$ cat config.mk
export PLATFORM = sky130hd
export DESIGN_NAME = regfile_write_arbiter
export DESIGN_NICKNAME = d
export VERILOG_FILES = /design/src/rtl/regfile_write_arbiter.sv
export SDC_FILE = /design/constraint.sdc
export NUM_CORES = 1
export LEC_CHECK = 0
export ABC_AREA = 1
export CELL_PAD_IN_SITES_DETAIL_PLACEMENT = 1
export CELL_PAD_IN_SITES_GLOBAL_PLACEMENT = 1
export CORE_MARGIN = 2
export CORE_UTILIZATION = 47
export CTS_BUF_LIST = sky130_fd_sc_hd__clkbuf_8
export DETAILED_ROUTE_END_ITERATION = 10
export PLACE_DENSITY = 0.92
export SETUP_SLACK_MARGIN = 0.02
export SLEW_MARGIN = 5
export SYNTH_ARGS = -nofsm -noshare
export SYNTH_HDL_FRONTEND = slang
export SYNTH_SLANG_ARGS = --single-unit
$ cat constraint.sdc
create_clock -name clk -period 6.9 [get_ports clk]
set_input_delay 1.035 -clock clk [delete_from_list [all_inputs] [get_ports clk]]
set_output_delay 1.035 -clock clk [all_outputs]
set_load 0.05 [all_outputs]
$ cat src/rtl/regfile_write_arbiter.sv
// Write-port controller for the register file: two buffered requesters share one write port
// under round-robin arbitration, plus a drain-then-zero clear sequencer.
module regfile_write_arbiter #(
    parameter int unsigned DATA_WIDTH = 16,
    parameter int unsigned ADDR_WIDTH = 4,
    parameter int unsigned FIFO_DEPTH = 2
) (
    input  logic                  clk,
    input  logic                  rst,
    input  logic                  a_valid,
    output logic                  a_ready,
    input  logic [ADDR_WIDTH-1:0] a_dest,
    input  logic [DATA_WIDTH-1:0] a_data,
    input  logic                  b_valid,
    output logic                  b_ready,
    input  logic [ADDR_WIDTH-1:0] b_dest,
    input  logic [DATA_WIDTH-1:0] b_data,
    input  logic                  clear_req,
    output logic                  busy,
    output logic                  rf_write_en,
    output logic [ADDR_WIDTH-1:0] rf_write_dest,
    output logic [DATA_WIDTH-1:0] rf_write_data,
    output logic                  grant_a,
    output logic                  grant_b
);

    localparam int unsigned PtrW = (FIFO_DEPTH > 1) ? $clog2(FIFO_DEPTH) : 1;
    localparam int unsigned CntW = $clog2(FIFO_DEPTH + 1);
    localparam int unsigned ClrW = ADDR_WIDTH + 1;
    localparam int unsigned EntW = ADDR_WIDTH + DATA_WIDTH;
    localparam logic [CntW-1:0] CntFull = CntW'(FIFO_DEPTH);

    typedef enum logic [1:0] {StArb, StDrain, StClear} state_e;

    state_e r_state;
    state_e w_state_next;

    // Index 0 is requester A, index 1 is requester B.
    logic [EntW-1:0] r_mem  [2][FIFO_DEPTH];
    logic [PtrW-1:0] r_wptr [2];
    logic [PtrW-1:0] r_rptr [2];
    logic [CntW-1:0] r_cnt  [2];
    logic            r_last_b;
    logic [ClrW-1:0] r_clr_cnt;
    logic [ClrW-1:0] w_clr_cnt_next;

    logic [1:0]      w_valid;
    logic [1:0]      w_ready;
    logic [1:0]      w_push;
    logic [1:0]      w_pop;
    logic [1:0]      w_nonempty;
    logic [EntW-1:0] w_entry [2];
    logic [EntW-1:0] w_head  [2];
    logic            w_arb_en;
    logic            w_pick_a;
    logic            w_pick_b;

    logic                  r_wen;
    logic                  r_ga;
    logic                  r_gb;
    logic [ADDR_WIDTH-1:0] r_dest;
    logic [DATA_WIDTH-1:0] r_data;
    logic                  w_wen_next;
    logic                  w_ga_next;
    logic                  w_gb_next;
    logic [ADDR_WIDTH-1:0] w_dest_next;
    logic [DATA_WIDTH-1:0] w_data_next;

    // Handshake and arbitration; pops only see entries already stored, so no fall-through.
    always_comb begin
        w_valid    = {b_valid, a_valid};
        w_entry[0] = {a_dest, a_data};
        w_entry[1] = {b_dest, b_data};
        w_arb_en   = (r_state == StArb) || (r_state == StDrain);
        for (int i = 0; i < 2; i++) begin
            w_nonempty[i] = (r_cnt[i] != '0);
            w_ready[i]    = (r_state == StArb) && (r_cnt[i] != CntFull) && !rst;
            w_push[i]     = w_valid[i] && w_ready[i];
            w_head[i]     = r_mem[i][r_rptr[i]];
        end
        w_pick_a = w_arb_en && w_nonempty[0] && (!w_nonempty[1] || r_last_b);
        w_pick_b = w_arb_en && w_nonempty[1] && !w_pick_a;
        w_pop    = {w_pick_b, w_pick_a};
    end

    assign a_ready = w_ready[0];
    assign b_ready = w_ready[1];

    always_ff @(posedge clk or posedge rst) begin
        if (rst) begin
            for (int i = 0; i < 2; i++) begin
                r_wptr[i] <= '0;
                r_rptr[i] <= '0;
                r_cnt[i]  <= '0;
                for (int j = 0; j < int'(FIFO_DEPTH); j++) begin
                    r_mem[i][j] <= '0;
                end
            end
            r_last_b <= 1'b1;
        end else begin
            for (int i = 0; i < 2; i++) begin
                if (w_push[i]) begin
                    r_mem[i][r_wptr[i]] <= w_entry[i];
                    r_wptr[i]           <= r_wptr[i] + PtrW'(1);
                end
                if (w_pop[i]) begin
                    r_rptr[i] <= r_rptr[i] + PtrW'(1);
                end
                case ({w_push[i], w_pop[i]})
                    2'b10:   r_cnt[i] <= r_cnt[i] + CntW'(1);
                    2'b01:   r_cnt[i] <= r_cnt[i] - CntW'(1);
                    default: r_cnt[i] <= r_cnt[i];
                endcase
            end
            if (w_pop[0]) begin
                r_last_b <= 1'b0;
            end else if (w_pop[1]) begin
                r_last_b <= 1'b1;
            end
        end
    end

    always_ff @(posedge clk or posedge rst) begin
        if (rst) begin
            r_state <= StArb;
        end else begin
            r_state <= w_state_next;
        end
    end

    always_comb begin
        w_state_next = r_state;
        case (r_state)
            StArb: begin
                if (clear_req) begin
                    w_state_next = StDrain;
                end
            end
            StDrain: begin
                if (!w_nonempty[0] && !w_nonempty[1]) begin
                    w_state_next = StClear;
                end
            end
            StClear: begin
                // Counter MSB set means all addresses have been zeroed.
                if (r_clr_cnt[ADDR_WIDTH]) begin
                    w_state_next = StArb;
                end
            end
            default: w_state_next = StArb;
        endcase
    end

    always_comb begin
        w_wen_next     = 1'b0;
        w_ga_next      = 1'b0;
        w_gb_next      = 1'b0;
        w_dest_next    = r_dest;
        w_data_next    = r_data;
        w_clr_cnt_next = r_clr_cnt;
        if (w_pop[0]) begin
            w_wen_next                 = 1'b1;
            w_ga_next                  = 1'b1;
            {w_dest_next, w_data_next} = w_head[0];
        end else if (w_pop[1]) begin
            w_wen_next                 = 1'b1;
            w_gb_next                  = 1'b1;
            {w_dest_next, w_data_next} = w_head[1];
        end else if (r_state == StClear) begin
            if (!r_clr_cnt[ADDR_WIDTH]) begin
                w_wen_next     = 1'b1;
                w_dest_next    = r_clr_cnt[ADDR_WIDTH-1:0];
                w_data_next    = '0;
                w_clr_cnt_next = r_clr_cnt + ClrW'(1);
            end else begin
                w_clr_cnt_next = '0;
            end
        end
    end

    always_ff @(posedge clk or posedge rst) begin
        if (rst) begin
            r_wen     <= 1'b0;
            r_ga      <= 1'b0;
            r_gb      <= 1'b0;
            r_dest    <= '0;
            r_data    <= '0;
            r_clr_cnt <= '0;
        end else begin
            r_wen     <= w_wen_next;
            r_ga      <= w_ga_next;
            r_gb      <= w_gb_next;
            r_dest    <= w_dest_next;
            r_data    <= w_data_next;
            r_clr_cnt <= w_clr_cnt_next;
        end
    end

    assign busy          = (r_state != StArb);
    assign rf_write_en   = r_wen;
    assign grant_a       = r_ga;
    assign grant_b       = r_gb;
    assign rf_write_dest = r_dest;
    assign rf_write_data = r_data;

endmodule
==> impl_metrics.ini, run 1 <==
[status]
status = completed

[floorplanning]
coreArea_um2 = 11960
num_rows = 40
die_h_um = 114.3
start_util_pct = 47.79
die_w_um = 114.3
top_level_ports = 71
dieArea_um2 = 13060

[critical_path]
startpoint_type = input port
crit_fanout = 56
slowest_delay_ns = 0.86
crit_buf_inv = 3
cp_data_required_time_ns = 5.86
worstPathCellList = clkdlybuf4s50_1 > inv_4 > nand2_2 > a21oi_4 > clkdlybuf4s50_1
critPathTopFamily = buffers and inverters
cp_slowest_cell = clkdlybuf4s50_1
cp-end-kind = output port
cp.arrival_ns = 3.40
path_class = input port to output port
cpMostUsedCell = clkdlybuf4s50_1

[pwr]
irDropWorstVdd_v = 0.0001937
power_density_nw_per_um2 = 494.9
p_leak_uw = 0.003425

[place]
port_buffers = 70
post-dp-hpwl_mm = 9.656
gp_congestion = 0.7783
pre_cts_slack_ns = 2.423

[routing]
first_pass_iters = 6
vias_per_cell = 5.239
wl_met1_mm = 6.196
ant_nets = 0
drcViolationCount = 0
met2WireLength_mm = 7.799
first_iter_violations = 238
num_vias = 4464
highest_layer = met4
wl_met3_um = 494
wirelength_mm = 14.76
wl_per_cell_um = 17.33

[grt]
grt_overflow_total = 0
grt_start_max_net_pins = 66
grt_pass1_vias = 4871
antenna_found_initial = 0
grt.total_usage_pct = 24.10
grt_pass1_wl_mm = 24.14

[clock_network]
clockBufferDepth = 2
post_cts_buffers = 0
numCtsBuffers = 17
cts_tree = built
cts.htree.levels = 4
insertion_delay_ns = 0.45
post_cts_resize_count = 0
ctsHoldBuffers = 0
cts.sinks = 119
cts-root-buf = clkbuf_8
clk_pin_slew_ns = 0.07

[synthesis]
synth_edf_count = 0
synth_top_family_by_area = simple AND/OR/NAND/NOR gates
synth.most_common_cell = nand2_1
synth_compound_area_share_pct = 14.53
synth_adder_area_share_pct = 0.6566
ys_types = 32
ys_warn_count = 0
mappedNetlistNets = 677
yosysTopAreaCell = dfrtp_1
ys_top_cells_by_count = nand2_1 (252), dfrtp_1 (118), o21ai_2 (80)
async_flop_share_pct = 100.0
synth_ff_type = dfrtp_1
synthTopCellsByArea = dfrtp_1 (52%), nand2_1 (17%), o21ai_2 (12%)
synth_simple_gate_area_share_pct = 22.89
synth_area_um2 = 5717
avgSynthCellArea_um2 = 9.089
synth_mux_area_share_pct = 0.3502
synth_xor_area_share_pct = 1.226
synth-seq-area-share_pct = 52.11
syn_inst = 629
ys_ff_latch = 119
synth_top_area_share_pct = 51.65

[sta]
setup_violations = 0
setup_ws_ns = 2.467
fmax_mhz = 225.6
hold_viol = 0
slew_headroom_pct = 41.75
rsz0062_at_grt = false
drv_slew = 0
finalCritPeriodShare_pct = 64.24
worst_pin_slew_ns = 0.8738
finalSetupTns_ns = 0
period_minus_slack_ns = 4.433
fin_worst_skew_ns = 0.01087

[min_path]
hold_path_class = flop to flop

[cells_and_area]
final_core_util_pct = 56.68
num-fill-cells = 1362
syn_to_final_growth_pct = 18.60
ff_latch_area_um2 = 2979
multi_input_area_um2 = 2267
drive_above_1_share_pct = 20.28
n_antenna_cell = 0
nets = 740

[flow_run]
maxCapViolCount = 0
[per-layer routing]
layer | track usage [%] | vias up
met4 | 9.350 | 0
met3 | 4.341 | 27
li1 | - | 2098
met5 | 0 | -
met1 | 28.83 | 2255
met2 | 43.17 | 84
[layout by cell type (no fill, tap or decap), types with 2 or more instances in the layout]
cell type / instances
bufinv_16: 3
o21ai_0: 12
inv_4: 2
o21ai_2: 80
nand3_4: 2
clkdlybuf4s50_1: 70
nand2_2: 14
xnor2_1: 5
clkinv_2: 7
inv_1: 57
a21oi_4: 2
nand4_1: 2
a21oi_1: 3
clkbuf_8: 20
nand2_1: 252
xor2_1: 3
ha_1: 3
nand3b_4: 2
dfrtp_1: 118
nor2_1: 12
mux2i_1: 2
nand3_1: 19
inv_2: 3
nor2_2: 4
[area by class of cell]
cell class                 instances  share of cell area (%)
sequential                       119                   43.94
inverter                          61                   3.451
multi-input combinational        422                   33.44
clock inverter                    12                   1.956
timing repair buffer              71                   10.44
tap                              147                   2.713
clock buffer                      20                   4.060
[worst reg2reg max path, cell delays in order (launching register included)]
cell and delay [ns]:
dfrtp_1 0.91, clkinv_1 0.81, nand2_1 0.21, nand2_1 0.10
nand2_1 0.08, o211ai_1 0.10, nand3_1 0.10, nand2_1 0.06
[per-stage QoR]
step / cell area, µm² / hold WS (ns) / total power [µW] / std cells
2_1_floorplan: 5717 / 0.4466 / 2277 / 629
3_3_place_gp: 6372 / 0.4555 / 2571 / 820
3_5_place_dp: 6372 / 0.4698 / 2675 / 820
4_1_cts: 6780 / 0.4873 / 3377 / 852
5_1_grt: 6780 / 0.5066 / 3578 / 852
6_report: 6780 / 0.4879 / 3356 / 852
[registers in the layout, summed over array words and instances, names as in the netlist]
register,flops
rf_write_dest,4
rf_write_en,1
r_wptr,2
grant_b,1
r_rptr,2
r_clr_cnt,5
grant_a,1
r_last_b,1
r_state,2
rf_write_data,16
r_cnt,4
r_mem,80
[cells by family (layout without fill, tap and decap cells)]
kind of cell / after synthesis / count (layout)
AND/OR/NAND/NOR: 309 / 309
buffers and inverters: 88 / 164
multiplexers: 2 / 2
adder cells (fa/ha/maj): 3 / 3
XOR/XNOR: 8 / 8
flip-flops: 119 / 119
AO/OA/AOI/OAI: 100 / 100
[where the power goes]
part           total [µW]  switching (µW)  internal (µW)
logic                1420             923            499
registers            1270             258           1020
clock network         659             281            378
total                3360            1460           1890
[worst paths after layout]
kind	depth (start not counted)	to	slack (ns)	start
max	5	b_ready	2.47	rst
min	2	r_mem[75]$_DFFE_PP0P_	0.49	r_mem[75]$_DFFE_PP0P_
max reg2reg	7	rf_write_dest[3]$_DFFE_PP0P_	4.43	r_rptr[0]$_DFFE_PP0P_
min reg2reg	2	r_mem[75]$_DFFE_PP0P_	0.49	r_mem[75]$_DFFE_PP0P_
max in group asynchronous	3	r_mem[47]$_DFFE_PP0P_	4.51	rst
min in group asynchronous	2	r_mem[4]$_DFFE_PP0P_	1.07	rst
(Power assumes the default switching activity.)
==> run 2, diff against run 1 <==
- CORE_UTILIZATION: 47 -> 44
- PLACE_DENSITY: 0.92 -> 0.87
- clock period: 6.9 -> 4.1 ns (I/O delays scaled with it)
==> run 2 against run 1 <==
Worst hold slack lost 0.0061 ns. First-iteration DRC count grew 24%. Sequential share of layout area is 0.45 points lower. Count of clock-buffer cells in the layout shrank 1. Final cell count grew 3.3%. Clock skew is 0.0013 ns lower. Wire length is 1.5% lower. Combinational power grew 73%. Sequential power rose by 62%. Register-to-register slack worse by 2.5 ns. Utilization down 2.6 points. Largest cell class unchanged. Largest power group unchanged.
==> impl_metrics.ini, run 2 (synthesis results as in run 1) <==
[grt]
antenna_found_initial = 0
grt_overflow_total = 0
grt_pass1_wl_mm = 23.92
grt_start_max_net_pins = 69
grt.total_usage_pct = 22.07
grt_pass1_vias = 4661

[clock_network]
cts.sinks = 119
post_cts_resize_count = 0
post_cts_buffers = 0
cts-root-buf = clkbuf_8
cts.htree.levels = 4
cts_tree = built
clk_pin_slew_ns = 0.06
numCtsBuffers = 17
ctsHoldBuffers = 0
insertion_delay_ns = 0.45
clockBufferDepth = 2

[min_path]
hold_path_class = flop to flop
worstHoldPathCells = 2
min_to = r_mem[72]$_DFFE_PP0P_
hp-start = r_mem[72]$_DFFE_PP0P_

[sta]
fin_worst_skew_ns = 0.009537
hold_viol = 0
drv_slew = 0
rsz0062_at_grt = false
slew_headroom_pct = 42.70
finalCritPeriodShare_pct = 72.24
setup_violations = 0
period_minus_slack_ns = 2.962
worst_pin_slew_ns = 0.8594
fmax_mhz = 337.6
finalSetupTns_ns = 0

[critical_path]
reg2reg_from = r_cnt[2]$_DFFE_PP0P_
cp_slowest_cell = clkdlybuf4s50_1
slowest_delay_ns = 0.85
r2r_cells = 9
critPathTopFamily = buffers and inverters
cp_data_required_time_ns = 3.48
cp-end-kind = output port
startpoint_type = input port
path_class = input port to output port
cp.arrival_ns = 2.35
timing.rr.end = r_cnt[1]$_DFFE_PP0P_
cpMostUsedCell = clkdlybuf4s50_1
worstPathCellList = clkdlybuf4s50_1 > clkinvlp_4 > nand2_2 > a21oi_4 > clkdlybuf4s50_1
crit_buf_inv = 3
crit_fanout = 4
reg2reg_slack_ns = 1.89

[cells_and_area]
num-fill-cells = 1498
n_antenna_cell = 0
largest_reg_flops = 80
final_common_cell = nand2_1
nets = 743
syn_to_final_growth_pct = 19.83
final_cell_mix = nand2_1 (252), dfrtp_1 (118), o21ai_2 (80), clkdlybuf4s50_1 (70), inv_1 (58)
drive_above_1_share_pct = 20.48
regMostFlops = r_mem

[pwr]
irDropWorstVdd_v = 0.0002996
p_leak_uw = 0.003444
power_uw = 5662
power_density_nw_per_um2 = 826.6

[floorplanning]
dieArea_um2 = 13920
top_level_ports = 71
coreArea_um2 = 12670
num_rows = 41
start_util_pct = 45.12
die_h_um = 118.0
die_w_um = 118.0

[place]
gp_congestion = 0.8395
port_buffers = 70
post-dp-hpwl_mm = 9.946

[status]
status = completed

[routing]
ant_nets = 0
drcViolationCount = 0
num_vias = 4379
first_iter_violations = 296
first_pass_iters = 4
wl_per_cell_um = 16.53
wirelength_mm = 14.55
vias_per_cell = 4.976

[flow_run]
maxCapViolCount = 0
## run 2: changes by cell type in the layout (fill, tap and decap cells not counted), sizes merged
cell      previous run  this run
buf                  1         4
bufinv               3         4
clkbuf              20        19
clkinv               8         7
clkinvlp             0         1
## run 2: worst max path at each step
| stage | depth (start not counted) | endpoint | from | slack, ns |
|---|---|---|---|---|
| 3_5_place_dp | 5 | b_ready | rst | 1.13 |
| 4_1_cts | 5 | b_ready | rst | 1.12 |
| 2_1_floorplan | 8 | r_cnt[1]$_DFFE_PP0P_ | rst | 0.36 |
| 6_report | 5 | b_ready | rst | 1.14 |
| 3_3_place_gp | 5 | a_ready | rst | 1.14 |
| 5_1_grt | 5 | b_ready | rst | 1.08 |
## run 2: where the power goes
group / internal [µW] / switching, µW / total [µW]
Clock: 681 / 460 / 1140
Sequential: 1710 / 347 / 2060
Combinational: 850 / 1610 / 2460
Total: 3240 / 2420 / 5660
## run 2: layout make-up
type,instances,area (µm²),share of cell area (%)
clock buffers,19,261.5,3.817
repair buffers,74,730.7,10.67
flip-flops and latches,119,2979,43.49
clock inverters,13,161.4,2.356
well taps,172,215.2,3.142
multi-input cells,422,2267,33.10
inverters,61,235.2,3.434
## run 2: layer usage
metal | part of all wire [%] | GRT usage, % | wire [µm] | vias to the layer above
li1 | - | - | - | 2097
met1 | 44 | 27.71 | 6421 | 2187
met2 | 51 | 37.43 | 7415 | 73
met3 | 3.1 | 4.845 | 450 | 22
met4 | 1.8 | 8.057 | 260 | 0
met5 | 0 | 0 | 0 | -
## run 2: through the flow
step	hold slack [ns]	setup WS [ns]	instance area (µm²)	util (%)	cells
floorplan	0.4466	0.3574	5720	-	629
global placement	0.4629	1.139	6427	50.73	848
detailed placement	0.4695	1.128	6427	50.73	848
CTS	0.4864	1.116	6850	54.06	880
global route	0.5024	1.078	6850	54.06	880
finish	0.4817	1.138	6850	54.06	880
## run 2: worst reg2reg max path, stage by stage (launching register included)
cell and delay, ns:
dfrtp_1 0.43, nor2_2 0.21, nor2_1 0.08, nand2_2 0.19, nand2_2 0.13, inv_2 0.30
ha_1 0.33, a21oi_1 0.14, o21ai_0 0.14, xnor2_1 0.15
